**src/rtl/svreal_alu.sv**
```systemverilog
// Fixed-point "real number" ALU: mantissa/exponent operands aligned to a result exponent,
// with a signed comparator, one registered cycle of latency.
module svreal_alu #(
   parameter int unsigned A_WIDTH = 16,
   parameter int unsigned B_WIDTH = 16,
   parameter int unsigned C_WIDTH = 16
) (
   input  logic                      clk,
   input  logic                      rst_n,
   input  logic signed [A_WIDTH-1:0] a_value,
   input  logic signed [31:0]        a_exponent,
   input  logic signed [B_WIDTH-1:0] b_value,
   input  logic signed [31:0]        b_exponent,
   input  logic signed [31:0]        c_exponent,
   input  logic        [2:0]         op,
   input  logic        [2:0]         cmp_op,
   input  logic                      in_valid,
   output logic signed [C_WIDTH-1:0] c_value,
   output logic                      cmp,
   output logic                      out_valid
);

   localparam int unsigned PW = A_WIDTH + B_WIDTH;
   localparam int unsigned WW = ((PW > C_WIDTH) ? PW : C_WIDTH) + 64;
   localparam int unsigned SW = 36;

   localparam logic [2:0] OP_MUL  = 3'd0;
   localparam logic [2:0] OP_ADD  = 3'd1;
   localparam logic [2:0] OP_SUB  = 3'd2;
   localparam logic [2:0] OP_NEG  = 3'd3;
   localparam logic [2:0] OP_MIN  = 3'd4;
   localparam logic [2:0] OP_MAX  = 3'd5;
   localparam logic [2:0] OP_PASS = 3'd6;

   // Shift by s = es - et; positive shifts left, negative shifts right with floor.
   function automatic logic signed [WW-1:0] align_f(input logic signed [WW-1:0] v,
                                                    input logic signed [SW-1:0] s);
      logic signed [SW-1:0] neg;
      neg = -s;
      if (s >= 0) begin
         if (s >= SW'(64)) return '0;
         return v <<< s[5:0];
      end
      if (neg >= SW'(64)) return {WW{v[WW-1]}};
      return v >>> neg[5:0];
   endfunction

   logic signed [31:0]        e_max;
   logic signed [A_WIDTH-1:0] a_cmp;
   logic signed [B_WIDTH-1:0] b_cmp;
   logic signed [C_WIDTH-1:0] a_al, b_al, p_al;
   logic signed [PW-1:0]      prod;
   logic                      b_lt_a, b_gt_a;

   logic signed [C_WIDTH-1:0] c_value_d, c_value_q;
   logic                      cmp_d, cmp_q;
   logic                      out_valid_d, out_valid_q;

   // Comparison operands share the larger exponent so only right shifts occur.
   always_comb begin
      e_max  = (a_exponent > b_exponent) ? a_exponent : b_exponent;
      a_cmp  = A_WIDTH'(align_f(WW'(a_value), SW'(a_exponent) - SW'(e_max)));
      b_cmp  = B_WIDTH'(align_f(WW'(b_value), SW'(b_exponent) - SW'(e_max)));
      b_lt_a = WW'(b_cmp) < WW'(a_cmp);
      b_gt_a = WW'(b_cmp) > WW'(a_cmp);
   end

   always_comb begin
      a_al = C_WIDTH'(align_f(WW'(a_value), SW'(a_exponent) - SW'(c_exponent)));
      b_al = C_WIDTH'(align_f(WW'(b_value), SW'(b_exponent) - SW'(c_exponent)));
      prod = PW'(a_value) * PW'(b_value);
      p_al = C_WIDTH'(align_f(WW'(prod),
                              SW'(a_exponent) + SW'(b_exponent) - SW'(c_exponent)));
   end

   // Result/comparison select; outputs hold while no operation is presented.
   always_comb begin
      c_value_d   = c_value_q;
      cmp_d       = cmp_q;
      out_valid_d = 1'b0;
      if (in_valid) begin
         out_valid_d = 1'b1;
         case (op)
            OP_MUL:  c_value_d = p_al;
            OP_ADD:  c_value_d = a_al + b_al;
            OP_SUB:  c_value_d = a_al - b_al;
            OP_NEG:  c_value_d = -a_al;
            OP_MIN:  c_value_d = b_lt_a ? b_al : a_al;
            OP_MAX:  c_value_d = b_gt_a ? b_al : a_al;
            OP_PASS: c_value_d = a_al;
            default: c_value_d = '0;
         endcase
         case (cmp_op)
            3'd0:    cmp_d = b_lt_a;
            3'd1:    cmp_d = !b_gt_a;
            3'd2:    cmp_d = b_gt_a;
            3'd3:    cmp_d = !b_lt_a;
            3'd4:    cmp_d = !b_lt_a && !b_gt_a;
            3'd5:    cmp_d = b_lt_a || b_gt_a;
            default: cmp_d = 1'b0;
         endcase
      end
   end

   always_ff @(posedge clk or negedge rst_n) begin
      if (!rst_n) begin
         c_value_q   <= '0;
         cmp_q       <= 1'b0;
         out_valid_q <= 1'b0;
      end else begin
         c_value_q   <= c_value_d;
         cmp_q       <= cmp_d;
         out_valid_q <= out_valid_d;
      end
   end

   assign c_value   = c_value_q;
   assign cmp       = cmp_q;
   assign out_valid = out_valid_q;

endmodule

```
**config.mk**
```make
export PLATFORM = sky130hd
export DESIGN_NAME = svreal_alu
export DESIGN_NICKNAME = d
export VERILOG_FILES = /design/src/rtl/svreal_alu.sv
export SDC_FILE = /design/constraint.sdc
export NUM_CORES = 2
export LEC_CHECK = 0
export ABC_AREA = 1
export BUFFER_PORTS_ARGS = -buffer_cell sky130_fd_sc_hd__buf_4
export CAP_MARGIN = 20
export CELL_PAD_IN_SITES_DETAIL_PLACEMENT = 0
export CELL_PAD_IN_SITES_GLOBAL_PLACEMENT = 1
export CORE_UTILIZATION = 40
export CTS_CLUSTER_DIAMETER = 60
export DETAILED_ROUTE_END_ITERATION = 8
export MAX_ROUTING_LAYER = met4
export PLACE_DENSITY = 0.78
export SLEW_MARGIN = 20
export SYNTH_ARGS = -nofsm -noshare
export SYNTH_HDL_FRONTEND = slang
export SYNTH_SLANG_ARGS = --single-unit
export TNS_END_PERCENT = 100
```
**constraint.sdc**
```tcl
create_clock -name clk -period 0.8 [get_ports clk]
set_input_delay 0.08 -clock clk [delete_from_list [all_inputs] [get_ports clk]]
set_output_delay 0.08 -clock clk [all_outputs]
set_load 0.01 [all_outputs]
```
; ---- Yosys cells after proc, flatten, opt, wreduce, memory -nomap -nowiden
; Index checks and enable logic that the tools add are counted.
[totals]
register_bits = 18
in_bits = 137
output_inout_bits = 18
wordCells = 124
[op_classes]
n_addsub = 14
mul = 1
magnitude_cmp = 18
eq_ne = 11
n_shift = 10
mux = 61
n_reduce_logical = 6
[ops]
columns = operator, count
row1 = 2-to-1 mux 16 bit, 32
row2 = >= comparator 36 x 8 -> 1 bit (second input constant), 5
row3 = negation 33 -> 36 bit, 4
row4 = >= comparator 33 x 1 -> 1 bit (second input constant), 4
row5 = >= comparator 33 x 8 -> 1 bit (second input constant), 4
row6 = subtractor 32 x 32 -> 33 bit, 4
row7 = case mux 16 bit (7 select lines), 1
row8 = <<< shifter 16 x 6 -> 16 bit, 4
row9 = >>> shifter 16 x 6 -> 16 bit, 4
row10 = negation 34 -> 36 bit, 1
row11 = >= comparator 34 x 1 -> 1 bit (second input constant), 1
row12 = >= comparator 34 x 8 -> 1 bit (second input constant), 1
row13 = subtractor 33 x 32 -> 34 bit, 1
row14 = adder 32 x 32 -> 33 bit, 1
row15 = greater-than comparator 32 bit, 1
row16 = multiplier 16 x 16 -> 32 bit, 1
row17 = 2-to-1 mux 32 bit, 1
row18 = <<< shifter 32 x 6 -> 16 bit, 1
row19 = >>> shifter 32 x 6 -> 16 bit, 1
row20 = 2-to-1 mux 1 bit, 26
row21 = adder 16 bit, 1
row22 = greater-than comparator 16 bit, 1
row23 = less-than comparator 16 bit, 1
row24 = negation 16 bit, 1
row25 = other kinds (9), 19

; ---- Longest topological paths before layout
[logic_depth]
word_depth = 15
mapped_depth = 65
ltp_nobuf = 64

; ---- Worst setup path before layout
; Ideal clock, no wire load.
[synth_timing]
path_type = input to register
start = in b_exponent[31]
end = reg c_value_q[2], in the netlist c_value[2]
setup_ps = 65
arrival_time_ps = 7398
t_required_ps = 735
path_slack_ps = -6663
cell_stages = 55
path_buffers = 5
cell_sequence = inv_1 > ha_1 > a21oi_1 > o21a_1 > nand2_1 > a21oi_2 > nand2_2 > nand2_2 > nand3_4 > buf_6 > clkbuf_1 > o21ai_0 > ha_1 > inv_1 > ha_1 > clkbuf_1 > inv_1 > clkbuf_1 > [... 19 more ...] > nand2_1 > ha_1 > inv_1 > nor2_1 > o21ai_0 > a21oi_1 > nor2_1 > o311ai_0 > o21ai_0 > nor2_1 > inv_1 > o22ai_1 > inv_1 > o21ai_0 > a21oi_1 > o211ai_1 > nand2_1 > nand2_1
[synth_via]
elab_chain_len = 14
word_cells_on_any_way = 74
classes_between = add/sub (11) / order compare (15) / shift (4) / mux (44)
[synth_lines]
columns = item, line
row1 = start: declaration, 13  ; input logic signed [31:0] b_exponent,
row2 = "parallel branches: the longest is 13 deep, another holds negation 33 -> 36 bit", n/a
row3 = case mux 16 bit (7 select lines) (*), 83  ; case (op)
row4 = end signal: assignment, 111  ; c_value_q <= c_value_d;
row5 = end: declaration, 55  ; logic signed [C_WIDTH-1:0] c_value_d, c_value_q;
; Mark *: on every way between the ends. The select of a mux whose other input is x is not followed.
; A chain may end at the register's enable or synchronous reset.

; ---- Final worst setup path
[layout_timing]
start = in b_exponent[13]
end = reg c_value_q[1], in the netlist c_value[1]
; Same word-level chain as after synthesis.

==> run_results.csv <==
group,metric,value,unit
cells_and_area,register_area,450,sq um
place,gp_congestion,1.06,
setup_path,regToRegSetupSlack,0.03,ns
power_and_ir_drop,p_comb_share,99.1,%
cts,clock-sinks,18,
cts,clk_latency,0.25,ns
floorplanning,die_width,326,microns
power_and_ir_drop,netSwitchingPower,154,mW
power_and_ir_drop,irDropWorstVdd,21.2,mV
cells_and_area,drive_gt1_share,36.7,%
flow_run,max_cap_violations,0,
place,dp_worst_setup_slack,-7.20,ns
global_routing,use_met3,3.09,%
setup_path,worstSetupEndpointType,"register",
timing,fin_ws,-6.23,ns
synthesis,synth_top_cell_by_area,"nand2_1",
timing,relSlewSlack,48.1,%
cts,cts_made_buffers,3,
synthesis,synth.avg_cell_area,5.55,sq um
timing,min_period,7.03,ns
timing,drv_slew,0,
timing,finClkSkew,0,ns
floorplanning,ios,155,
floorplanning,core,0.104,sq mm
setup_path,cp.arrival,7.16,ns
cts,path_clk_slew,0.05,ns
synthesis,synth.most_common_cell,"nand2_1",
floorplanning,die-area,0.106,sq mm
detailed_routing,drc,0,
synthesis,ys_ff_latch,18,
power_and_ir_drop,power.leakage,35.9,nW
setup_path,path_buf_inv,12,
setup_path,cpMaxStageDelayCell,"o21ai_4",
setup_path,crit_family,"simple AND/OR/NAND/NOR gates",
setup_path,critPathMaxFanout,7,
global_routing,overflow,0,
status,violations,"negative setup slack",
detailed_routing,wl_per_cell,18.6,microns
cells_and_area,area_growth_syn_to_layout,58.0,%
global_routing,grtUsageTotal,38.0,%
floorplanning,core.rowCount,118,
place,io_buffers,154,
global_routing,grt_pass1_vias,55434,
detailed_routing,vias,57564,
global_routing,antenna_found_initial,6,
power_and_ir_drop,p_int,133,mW
setup_path,rr_startpoint,"cmp$_DFFE_PN0P_",
setup_path,cp-start-kind,"input pin",
timing,setup_tns,-104.98,ns
synthesis,synth.top_cells.by_area,"nand2_1 (20%), fa_1 (14%), inv_1 (12%)",
status,outcome,"finished with violations",
setup_path,reg2reg_depth,3,
synthesis,ys_warn_count,0,
detailed_routing,drt_iter0_drc,3976,
synthesis,synth_top_area_share,20.5,%
setup_path,slowest_delay,0.33,ns
cells_and_area,nets,10434,
global_routing,met1_usage,44.7,%
synthesis,synthTopCellsByCount,"nand2_1 (2291), inv_1 (1360), nor2_1 (657), o21ai_0 (527), nand3_1 (522)",
setup_path,cp-startpoint,"b_exponent[13]",
timing,worst_pin_slew,0.776,ns
power_and_ir_drop,p_per_area,4310,mW/mm^2
timing,setup_viol,35,
synthesis,syn_inst,7568,
cts,htreeDepth,1,
floorplanning,die_y,326,microns
detailed_routing,dr.pass1.iters,8,
cells_and_area,fillerInstances,9874,
synthesis,ys.flop_type,"dfrtp_1",
detailed_routing,viasPerCell,5.19,
power_and_ir_drop,clockPowerShare,0.3,%
worst_hold_path,min_path_type,"input pin to register",
cells_and_area,finish.utilization,63.9,%
setup_path,worstPathRequired,0.93,ns
setup_path,r2r_end,"cmp$_DFFE_PN0P_",
setup_path,cp-endpoint,"c_value[1]$_DFFE_PN0P_",
cts,cts_tree,"done",
cts,root_buffer,"clkbuf_16",
synthesis,async_flop_share,100,%
global_routing,grt_pass1_wl,308000,microns
global_routing,top_usage_layer,"met2",
cells_and_area,multi_input_area,0.0402,sq mm
synthesis,postSynthNetCount,8290,
power_and_ir_drop,swShare,53.7,%
detailed_routing,ant_nets,0,
synthesis,synthesis.area,0.0420,sq mm
setup_path,cp_num_cells,55,
synthesis,synth.distinct_cells,71,
setup_path,cpMostUsedCell,"nand2_4",
timing,rsz0062_at_grt,"true",
timing,period_share,879,%
power_and_ir_drop,pwr-share-seq,0.6,%
synthesis,yosysSeqAreaShare,1.07,%
synthesis,synth_edf_count,0,
setup_path,crit_type,"input pin to register",
global_routing,grt_start_max_net_pins,43,
timing,worst_hold_slack,0.198,ns
detailed_routing,routed_wl,206000,microns
cts,clock_path_buffers,2,
timing,max_freq,142,MHz
timing,final_hold_viol_count,0,
floorplanning,start_util,40.5,%
place,dpl.hpwl,178000,microns
power_and_ir_drop,power.total,286,mW
global_routing,grtUsageMet2,65.0,%
-- cell type report --
type                            count  area share [%]
Antenna cell                        6          0.0226
Clock buffer                        3           0.113
Inverter                         1406            8.03
Multi-Input combinational cell   5940            60.6
Sequential cell                    18           0.679
Tap cell                         1380            2.60
Timing Repair Buffer             2343            27.9
-- power by group through the flow --
stage / logic [mW] / clock network, mW / registers, mW
2_1_floorplan: 135 / 0 / 1.75
3_3_place_gp: 225 / 0 / 1.63
3_5_place_dp: 227 / 0 / 1.63
4_1_cts: 249 / 0.999 / 1.69
5_1_grt: 299 / 1.03 / 1.72
6_report: 283 / 0.998 / 1.69
-- through the flow --
stage	cell area, sq um	instances
after floorplan	42600	7568
after global placement	59900	10911
after detailed placement	59900	10911
after CTS	63100	11023
after global routing	66400	11096
final	66400	11096
-- sequential cells by signal, indices dropped and copies added (netlist names) --
register   flops
c_value       16
cmp            1
out_valid      1
-- timing repair --
action / 4_1_cts / 5_1_grt
endpoints found under the setup margin: 35 / 35
hold buffers: 1 / 0
gates cloned: 5 / 1
pin swaps: 209 / 362
hold endpoints to repair: 18 / 0
resized for setup: 570 / 716
setup buffers: 106 / 70
-- placed cells by master, fill, tap and decap left out, drive strengths merged, types with 4 or more instances in the layout --
| cell | netlist | routed |
|---|---|---|
| nand2 | 2380 | 2383 |
| buf | 65 | 2341 |
| inv | 1388 | 1384 |
| nor2 | 725 | 725 |
| o21ai | 573 | 573 |
| nand3 | 564 | 565 |
| a21oi | 340 | 340 |
| fa | 297 | 297 |
| ha | 288 | 288 |
| nand4 | 154 | 154 |
| xor2 | 109 | 109 |
| nor3 | 75 | 75 |
| xnor2 | 57 | 57 |
| o211ai | 54 | 54 |
| a31oi | 42 | 42 |
| or2 | 35 | 35 |
| mux2i | 31 | 31 |
| o21bai | 29 | 29 |
| o221ai | 23 | 23 |
| o22ai | 19 | 19 |
| a21o | 18 | 18 |
| dfrtp | 18 | 18 |
| clkinv | 18 | 17 |
| nor4 | 16 | 16 |
| o21a | 15 | 15 |
| nand3b | 15 | 15 |
| o2111ai | 13 | 13 |
| a21boi | 13 | 13 |
| a211oi | 10 | 10 |
| o31ai | 10 | 10 |
| diode | 0 | 6 |
| a22oi | 6 | 6 |
| clkinvlp | 0 | 5 |
| a221oi | 5 | 5 |
| clkbuf | 143 | 4 |
-- logic make-up (layout without fill, tap and decap cells) --
logic type | Yosys count | in the layout | synth area share [%]
xor gates and xnor gates | 166 | 166 | 3.67
buffers and inverters | 1614 | 3752 | 14.7
muxes | 31 | 31 | 0.739
and+or+nand+nor | 3972 | 3976 | 41.1
DFF | 18 | 18 | 1.07
adders and majority gates | 585 | 585 | 22.7
other | 0 | 6 | 0
AOI/OAI and AO/OA | 1182 | 1182 | 16.0
-- metal layers --
layer | wire (microns) | vias to the layer above
li1 | - | 28332
met1 | 83800 | 26803
met2 | 98300 | 1929
met3 | 10800 | 500
met4 | 13400 | 0
met5 | 0 | -
-- worst min-delay path by stage --
stage	start	endpoint	slack, ns	cells after the start
finish	in_valid	out_valid$_DFF_PN0_	0.20	2
detailed placement	rst_n	c_value[3]$_DFFE_PN0P_	-0.04	1
CTS	in_valid	out_valid$_DFF_PN0_	0.19	2
global route	in_valid	out_valid$_DFF_PN0_	0.21	2
floorplan	rst_n	c_value[0]$_DFFE_PN0P_	-0.22	0
global placement	rst_n	out_valid$_DFF_PN0_	-0.04	1
-- worst register-to-register path: stages, from the launching register on --
cell and delay [ns]:
dfrtp_1 0.39, buf_4 0.14, nand2_1 0.08, o21ai_2 0.06
Power figures use the tool's default switching activity.
